===== config.mk =====
export PLATFORM = sky130hd
export DESIGN_NAME = decode_exec_unit
export DESIGN_NICKNAME = d
export VERILOG_FILES = /design/src/rtl/decode_exec_pkg.sv /design/src/rtl/alu32.sv /design/src/rtl/decode_exec_unit.sv
export SDC_FILE = /design/constraint.sdc
export NUM_CORES = 1
export LEC_CHECK = 0
export CORE_ASPECT_RATIO = 1.5
export CORE_UTILIZATION = 45
export CTS_CLUSTER_SIZE = 14
export DETAILED_ROUTE_END_ITERATION = 8
export MAX_ROUTING_LAYER = met4
export PLACE_DENSITY = 0.73
export SYNTH_ARGS = -nofsm -noshare
export SYNTH_HDL_FRONTEND = slang
export SYNTH_SLANG_ARGS = --single-unit
export TNS_END_PERCENT = 50

===== constraint.sdc =====
create_clock -name clockCPU -period 12.9 [get_ports clockCPU]
set_input_delay 1.29 -clock clockCPU [delete_from_list [all_inputs] [get_ports clockCPU]]
set_output_delay 1.29 -clock clockCPU [all_outputs]
set_load 0.01 [all_outputs]

===== src/rtl/decode_exec_pkg.sv =====
// decode_exec_pkg: opcodes, ALU operation codes and ALUOp encodings for decode_exec_unit.
package decode_exec_pkg;
    localparam logic [6:0] OPC_R      = 7'b0110011;
    localparam logic [6:0] OPC_IMM    = 7'b0010011;
    localparam logic [6:0] OPC_LOAD   = 7'b0000011;
    localparam logic [6:0] OPC_STORE  = 7'b0100011;
    localparam logic [6:0] OPC_BRANCH = 7'b1100011;
    localparam logic [6:0] OPC_JAL    = 7'b1101111;
    localparam logic [6:0] OPC_JALR   = 7'b1100111;
    localparam logic [6:0] OPC_LUI    = 7'b0110111;

    localparam logic [4:0] OPAND   = 5'd0;
    localparam logic [4:0] OPOR    = 5'd1;
    localparam logic [4:0] OPXOR   = 5'd2;
    localparam logic [4:0] OPADD   = 5'd3;
    localparam logic [4:0] OPSUB   = 5'd4;
    localparam logic [4:0] OPSLT   = 5'd5;
    localparam logic [4:0] OPSLTU  = 5'd6;
    localparam logic [4:0] OPSLL   = 5'd7;
    localparam logic [4:0] OPSRL   = 5'd8;
    localparam logic [4:0] OPSRA   = 5'd9;
    localparam logic [4:0] OPPASSB = 5'd10;

    localparam logic [2:0] ALUOP_ADD   = 3'b000;
    localparam logic [2:0] ALUOP_SUB   = 3'b001;
    localparam logic [2:0] ALUOP_R     = 3'b010;
    localparam logic [2:0] ALUOP_I     = 3'b011;
    localparam logic [2:0] ALUOP_PASSB = 3'b100;

    typedef struct packed {
        logic       mem2reg;
        logic       le_mem;
        logic       escreve_mem;
        logic       branch;
        logic       jump;
        logic       orig_ula;
        logic       escreve_reg;
        logic [2:0] alu_op;
    } ctrl_t;
endpackage


===== src/rtl/alu32.sv =====
// alu32: combinational 32-bit ALU with zero flag.
module alu32
    import decode_exec_pkg::*;
(
    input  logic [4:0]  ctrl,
    input  logic [31:0] a,
    input  logic [31:0] b,
    output logic [31:0] result,
    output logic        zero
);
    always_comb begin
        result = '0;
        case (ctrl)
            OPAND:   result = a & b;
            OPOR:    result = a | b;
            OPXOR:   result = a ^ b;
            OPADD:   result = a + b;
            OPSUB:   result = a - b;
            OPSLT:   result = {31'b0, $signed(a) < $signed(b)};
            OPSLTU:  result = {31'b0, a < b};
            OPSLL:   result = a << b[4:0];
            OPSRL:   result = a >> b[4:0];
            OPSRA:   result = $unsigned($signed(a) >>> b[4:0]);
            OPPASSB: result = b;
            default: result = '0;
        endcase
    end
    assign zero = result == '0;
endmodule


===== src/rtl/decode_exec_unit.sv =====
// decode_exec_unit: registered control decode, ALU-control decode and ALU for the RV32I subset core.
module decode_exec_unit
    import decode_exec_pkg::*;
#(
    parameter int XLEN = 32
) (
    input  logic            clockCPU,
    input  logic            reset,
    input  logic [31:0]     iInstr,
    input  logic [XLEN-1:0] iA,
    input  logic [XLEN-1:0] iRs2,
    input  logic [XLEN-1:0] iImm,
    output logic            oMem2Reg,
    output logic            oLeMem,
    output logic            oEscreveMem,
    output logic            oBranch,
    output logic            oJump,
    output logic            oOrigULA,
    output logic            oEscreveReg,
    output logic [2:0]      oALUOp,
    output logic [4:0]      oALUControl,
    output logic [XLEN-1:0] oResult,
    output logic            oZero
);
    ctrl_t           ctrl_d, ctrl_q;
    logic [4:0]      alu_control_d, alu_control_q, funct_op;
    logic [XLEN-1:0] result_d, result_q, op_b;
    logic            zero_d, zero_q, alt;
    logic            unused_bits;

    assign unused_bits = ^{iInstr[24:15], iInstr[11:7]};
    assign alt = iInstr[31:25] == 7'b0100000;

    always_comb begin
        ctrl_d = '0;
        case (iInstr[6:0])
            OPC_R:      begin ctrl_d.escreve_reg = 1'b1; ctrl_d.alu_op = ALUOP_R; end
            OPC_IMM:    begin ctrl_d.escreve_reg = 1'b1; ctrl_d.orig_ula = 1'b1; ctrl_d.alu_op = ALUOP_I; end
            OPC_LOAD:   begin
                ctrl_d.le_mem = 1'b1;
                ctrl_d.mem2reg = 1'b1;
                ctrl_d.escreve_reg = 1'b1;
                ctrl_d.orig_ula = 1'b1;
            end
            OPC_STORE:  begin ctrl_d.escreve_mem = 1'b1; ctrl_d.orig_ula = 1'b1; end
            OPC_BRANCH: begin ctrl_d.branch = 1'b1; ctrl_d.alu_op = ALUOP_SUB; end
            OPC_JAL:    begin ctrl_d.jump = 1'b1; ctrl_d.escreve_reg = 1'b1; end
            OPC_JALR:   begin ctrl_d.jump = 1'b1; ctrl_d.escreve_reg = 1'b1; ctrl_d.orig_ula = 1'b1; end
            OPC_LUI:    begin ctrl_d.escreve_reg = 1'b1; ctrl_d.orig_ula = 1'b1; ctrl_d.alu_op = ALUOP_PASSB; end
            default:    ctrl_d = '0;
        endcase
    end

    // SUB via funct7 only exists for register-register ops; ADDI ignores funct7
    always_comb begin
        funct_op = OPADD;
        case (iInstr[14:12])
            3'b000: funct_op = (ctrl_d.alu_op == ALUOP_R && alt) ? OPSUB : OPADD;
            3'b001: funct_op = OPSLL;
            3'b010: funct_op = OPSLT;
            3'b011: funct_op = OPSLTU;
            3'b100: funct_op = OPXOR;
            3'b101: funct_op = alt ? OPSRA : OPSRL;
            3'b110: funct_op = OPOR;
            default: funct_op = OPAND;
        endcase
        alu_control_d = ctrl_d.alu_op == ALUOP_SUB   ? OPSUB :
                        ctrl_d.alu_op == ALUOP_PASSB ? OPPASSB :
                        (ctrl_d.alu_op == ALUOP_R || ctrl_d.alu_op == ALUOP_I) ? funct_op : OPADD;
        op_b = ctrl_d.orig_ula ? iImm : iRs2;
    end

    alu32 u_alu (
        .ctrl   (alu_control_d),
        .a      (iA),
        .b      (op_b),
        .result (result_d),
        .zero   (zero_d)
    );

    always_ff @(posedge clockCPU) begin
        if (reset) begin
            ctrl_q        <= '0;
            alu_control_q <= '0;
            result_q      <= '0;
            zero_q        <= 1'b0;
        end else begin
            ctrl_q        <= ctrl_d;
            alu_control_q <= alu_control_d;
            result_q      <= result_d;
            zero_q        <= zero_d;
        end
    end

    assign oMem2Reg    = ctrl_q.mem2reg;
    assign oLeMem      = ctrl_q.le_mem;
    assign oEscreveMem = ctrl_q.escreve_mem;
    assign oBranch     = ctrl_q.branch;
    assign oJump       = ctrl_q.jump;
    assign oOrigULA    = ctrl_q.orig_ula;
    assign oEscreveReg = ctrl_q.escreve_reg;
    assign oALUOp      = ctrl_q.alu_op;
    assign oALUControl = alu_control_q;
    assign oResult     = result_q;
    assign oZero       = zero_q;
endmodule


## Yosys cells after proc, flatten, opt, wreduce, memory -nomap -nowiden

Cells that the tools add are included.

- Memories: 0
- Output and inout port bits: 48
- ROM bits: 0
- Bits in registers: 48
- Bits in latches: 0
- RAM bits: 0
- Input bits: 130

- Divide/modulo/power cells: 0
- $add $sub $neg: 2
- Multipliers: 0
- Eq/ne operators: 29
- Shift operators: 3
- Bitwise operators: 3
- Multiplexer cells: 15
- $lt $le $gt $ge: 2
- Reductions and logical operators: 8

Operators with widths:

| cell | count |
|---|---|
| $pmux 32 s11 | 1 |
| $lt 32x32->1 | 2 |
| $add 32x32->32 | 1 |
| $and 32x32->32 | 1 |
| $logic_not 32->1 | 1 |
| $mux 32 | 1 |
| $or 32x32->32 | 1 |
| $shl 32x5->32 | 1 |
| $shr 32x5->32 | 1 |
| $sshr 32x5->32 | 1 |
| $sub 32x32->32 | 1 |
| $xor 32x32->32 | 1 |
| $eq 7x6->1 const B | 4 |
| $pmux 4 s7 | 1 |
| $eq 7x7->1 const B | 3 |
| $eq 5x3->1 const B | 4 |
| $eq 5x4->1 const B | 3 |
| $mux 5 | 3 |
| $eq 3x2->1 const B | 4 |
| $eq 3x3->1 const B | 4 |
| $pmux 3 s4 | 1 |
| $eq 5x2->1 const B | 2 |
| $eq 7x2->1 const B | 1 |
| $eq 7x5->1 const B | 1 |
| other kinds (12) | 18 |

## Logic depth before layout (Yosys ltp)

- Depth after elaboration: 12
- Mapped depth: 27

## Cells and area by module

Synthesis repeated with hierarchy kept, for this count alone.

- Cells, all modules: 1541
- Area, all modules: 11494.8 µm²

By module, submodules not included:

| module | cells an instance | sequential area each (µm²) | area each (µm²) | instances |
|---|---|---|---|---|
| alu32 | 1362 | 0.0 | 9542.9 | 1 |
| decode_exec_unit | 179 | 920.9 | 1951.9 | 1 |

## Worst setup path before layout

OpenSTA, ideal clock, no wires.

- Path kind: input to register
- From: input iInstr[2]
- To: register zero_q (netlist: oZero)
- Data required time: 12784 ps
- Data arrival time: 6069 ps
- Path slack: 6715 ps
- Cell stages on the path: 26
- Library setup time: 116 ps
- Cell sequence: buf_2 > nand3_2 > a21oi_4 > o21ai_4 > buf_2 > clkbuf_1 > clkbuf_1 > buf_1 > nand2_1 > nand2_1 > inv_1 > ha_1 > clkinv_1 > nor4_1 > a2111oi_0 > o41ai_1 > o2111a_1 > or3_1 > a21o_1 > a21oi_1 > o21bai_1 > a21oi_1 > xnor2_1 > a21oi_1 > and4_1 > and3_1

- Word-level cells in the longest chain between the ends: 12
- Elaborated cells between the ends (all ways): 45
- Those cells by class: 2 x add/sub; 2 x order compare; 21 x eq/ne; 3 x shift; 9 x mux; 3 x bitwise; 5 x reduce/logical

RTL lines:

| element | line | RTL |
|---|---|---|
| from (decl) | decode_exec_unit.sv:9 | `input logic [31:0] iInstr,` |
| $eq 7x6->1, or another cell as far along | decode_exec_unit.sv:36 | `case (iInstr[6:0])` |
| $pmux 3 s4 | decode_exec_unit.sv:36 |  |
| $eq 3x2->1 | decode_exec_unit.sv:58, decode_exec_unit.sv:69 |  |
| $logic_and 1x1->1 | decode_exec_unit.sv:58 | `3'b000: funct_op = (ctrl_d.alu_op == ALUOP_R && alt) ? OPSUB : OPADD;` |
| $mux 3 | decode_exec_unit.sv:58 |  |
| $pmux 4 s7 | decode_exec_unit.sv:57 | `case (iInstr[14:12])` |
| $mux 5 | decode_exec_unit.sv:69 | `(ctrl_d.alu_op == ALUOP_R \|\| ctrl_d.alu_op == ALUOP_I) ? funct_op : OPADD;` |
| $mux 5 | decode_exec_unit.sv:68 | `ctrl_d.alu_op == ALUOP_PASSB ? OPPASSB :` |
| $mux 5 | decode_exec_unit.sv:67 | `alu_control_d = ctrl_d.alu_op == ALUOP_SUB ? OPSUB :` |
| $eq 5x4->1, or another cell as far along | alu32.sv:13 | `case (ctrl)` |
| $pmux 32 s11 * | alu32.sv:13 |  |
| $logic_not 32->1 * | alu32.sv:28 | `assign zero = result == '0;` |
| to (signal assigned) | decode_exec_unit.sv:91 | `zero_q <= zero_d;` |
| to (decl) | decode_exec_unit.sv:28 | `logic zero_d, zero_q, alt;` |

Mark *: on every way between the ends. The rest lies on a longest branch, timed or not.
A chain may end at the register's enable or synchronous reset.

## Worst setup path in the final report

- From: input iInstr[5]
- To: register zero_q (netlist: oZero)

The elaborated chain is that of the path after synthesis.

==> results.tsv <==
metric	value	unit
synthAdderAreaFrac	0.1010	
synth_compound_area_frac	0.3672	
cts_made_buffers	5	
drt_iter0_drc	2827	
worst_pin_slew	1423	ps
die_h	205.9	um
fp-row-count	74	
cts_hold_buf	0	
syn-num-nets	2111	
worst_ep_arrival_time	8550	ps
share_seq_of_total_power	0.160	
grt_max_degree	53	
fin_nets	2179	
cts_sinks	46	
hold_viol_final	0	
overflow	0	
fin_tns_setup	0	ps
netlist-cell-type-count	102	
crit_end	oZero	
end_kind	flip-flop	
synth_mux_area_frac	0.09885	
highest_layer	met4	
multiInputGateArea	10580	um^2
yosys_register_bits	46	
worst_setup_path_start_kind	input port	
crit_path_max_fanout	50	
wire_per_inst	32.10	um
switching_share	0.5131	
antenna_found_initial	6	
dr_total_vias	16870	
cts.reportedPaths.clkPinSlew	60	ps
synth_area_leader_cell	ha_1	
clkPwrFrac	0.144	
holdWs	1753	ps
grt_pass1_vias	15720	
vias_per_cell	7.336	
drc	0	
maxSlewViolCount	0	
max_freq	120.2	MHz
final-seq-area	920.9	um^2
yosysTopAreaCellShare	0.09935	
leakage	5.885	nW
synth_top_family_by_area	compound AO/OA/AOI/OAI gates	
routed-wl-met2	31350	um
grt_first_pass_wirelength	106400	um
post_cts_buffers	0	
clockBufferDepth	2	
htree_levels	2	
yosys-top-cells-area	ha_1 (9.9%), mux2i_1 (8.1%), nand2_1 (7.9%)	
power.switching	519.3	uW
port_buffers	161	
power_density	70.16	nW/um^2
drv_cap	0	
dr.pass1.iters	8	
wl_met3	9454	um
pwr-share-comb	0.696	
cts_tree	built	
cts-resized-gates	0	
yosysWarnings	0	
drive_above_1_share	0.06000	
track_usage	0.5376	
ir_worst_vdd	73.57	uV
synth_ff_type	dfxtp_1	
die_area	28390	um^2
worstSetupPathType	in2reg	
start_util	0.4580	
synth_edf_count	0	
syn_area	12470	um^2
io_pins	178	
slew_headroom	0.04394	
fin_crit	8319	ps
status	completed	
synthXorXnorAreaFrac	0.02248	
crit_required	13130	ps
met1_length	24520	um
fill_cells	2752	
core_area	27220	um^2
syn_inst	1881	
critPathLaunch	iInstr[5]	
area_growth	15.70	%
gp_congestion	1.172	
rsz0062_at_grt	no	
die_w	137.9	um
hold_class	in2reg	
avgSynthCellArea	6.628	um^2
intPower	492.7	uW
dp_hpwl	55450	um
yosysSeqAreaShare	0.07386	
yosys.area_share.simple	0.2547	
fin_crit_sh	0.6449	
setup_viol	0	
routed_wirelength	73830	um
clockRootBuffer	clkbuf_16	
antenna_left	0	
ys_async_sr_fraction	0	
[logic make-up (layout without fill, tap and decap cells)]
group                      after synthesis  in the layout
muxes                                  115            115
AOI/OAI and AO/OA                      655            655
and+or+nand+nor                        690            690
xor gates and xnor gates                32             32
other                                    1              9
adders and majority gates              100            100
buffers and inverters                  242            311
DFF                                     46             46
[stage by stage]
step / instance area (um^2) / cells / setup slack, ps / util / total power [mW]
final: 14430 / 2300 / 4581 / 0.5299 / 1.012
after global routing: 14420 / 2298 / 4188 / 0.5297 / 1.046
after CTS: 14400 / 2292 / 4912 / 0.5289 / 0.9697
after detailed placement: 14230 / 2284 / 4628 / 0.5227 / 0.8217
after global placement: 14230 / 2284 / 4662 / 0.5227 / 0.8184
after floorplan: 12470 / 1881 / 6715 / - / 0.5617
[cells in the mapped netlist (10+ instances only)]
master,instances
inv_1,94
a22oi_1,38
o21ai_0,94
o31ai_1,19
ha_1,99
o21bai_1,11
o221ai_1,22
nand2b_1,18
xnor2_1,28
and3_1,14
a211oi_1,60
clkbuf_1,93
nor4_1,20
a21oi_1,162
dfxtp_1,46
mux2i_1,101
a221oi_1,24
o211ai_1,28
a31oi_1,19
nor3_1,39
and2_1,10
nand3_1,57
nand2_1,261
a2111oi_0,12
buf_2,26
nor2b_1,23
o22ai_1,23
buf_1,10
nor2_1,183
nand4_1,12
a21o_1,19
[critical path, cell delays in order]
cell             delay (ps)
clkdlybuf4s50_1         640
or2_2                   440
a21oi_4                 480
o21ai_4                 110
buf_4                   320
a21oi_4                 200
buf_4                   560
inv_2                   440
ha_1                    440
a211oi_1                280
o21ai_0                 220
a21oi_1                 230
o21ai_0                 190
o31ai_1                 520
o22ai_1                 300
xnor2_1                 230
o2111ai_1               120
a221oi_1                720
nor4bb_1                370
nand3_1                 140
nor2_1                  120
and3_1                  150
[routing by layer]
metal  GRT usage  vias up
li1            -     7125
met1      0.5845     7809
met2      0.7652     1437
met3      0.1923      502
met4      0.4678        0
met5           -        -
[area by class of cell]
cell class | count | share of cell area
Timing Repair Buffer | 204 | 0.1341
Inverter | 99 | 0.02593
Multi-Input combinational cell | 1593 | 0.7334
Antenna cell | 8 | 0.001388
Sequential cell | 46 | 0.06384
Clock buffer | 5 | 0.008674
Clock inverter | 3 | 0.003036
Tap cell | 342 | 0.02966
[power groups by stage]
stage | registers, mW | clock network (mW) | logic, mW
6_report | 0.162 | 0.146 | 0.704
5_1_grt | 0.163 | 0.153 | 0.730
4_1_cts | 0.162 | 0.147 | 0.661
3_5_place_dp | 0.165 | 0 | 0.657
3_3_place_gp | 0.164 | 0 | 0.654
2_1_floorplan | 0.172 | 0 | 0.390
[flip-flops by register name (all words and copies together), names as in the netlist]
register and flops:
oEscreveMem 1, oEscreveReg 1, oALUControl 4, oJump 1, oMem2Reg 1, oALUOp 3, oZero 1, oResult 32
oOrigULA 1, oBranch 1
[placed cells by master, fill, tap and decap left out, types with 38 or more instances in the layout]
cell type        synthesis  final
dfxtp_1                 46     46
a21oi_1                162    162
nor2_1                 183    183
inv_1                   94     94
ha_1                    99     99
nand2_1                261    261
a22oi_1                 38     38
o21ai_0                 94     94
mux2i_1                101     99
a211oi_1                60     60
nand3_1                 57     57
clkdlybuf4s50_1          0    161
buf_4                    8     43
[worst min-delay path by stage]
stage / cells after the start / endpoint / start
2_1_floorplan: 3 / oEscreveMem / iInstr[3]
3_3_place_gp: 3 / oEscreveReg / iInstr[1]
3_5_place_dp: 1 / oALUControl[0] / oALUControl[0]
4_1_cts: 3 / oEscreveReg / iInstr[0]
5_1_grt: 3 / oEscreveReg / iInstr[0]
6_report: 3 / oEscreveReg / iInstr[0]
(Power assumes the default switching activity.)
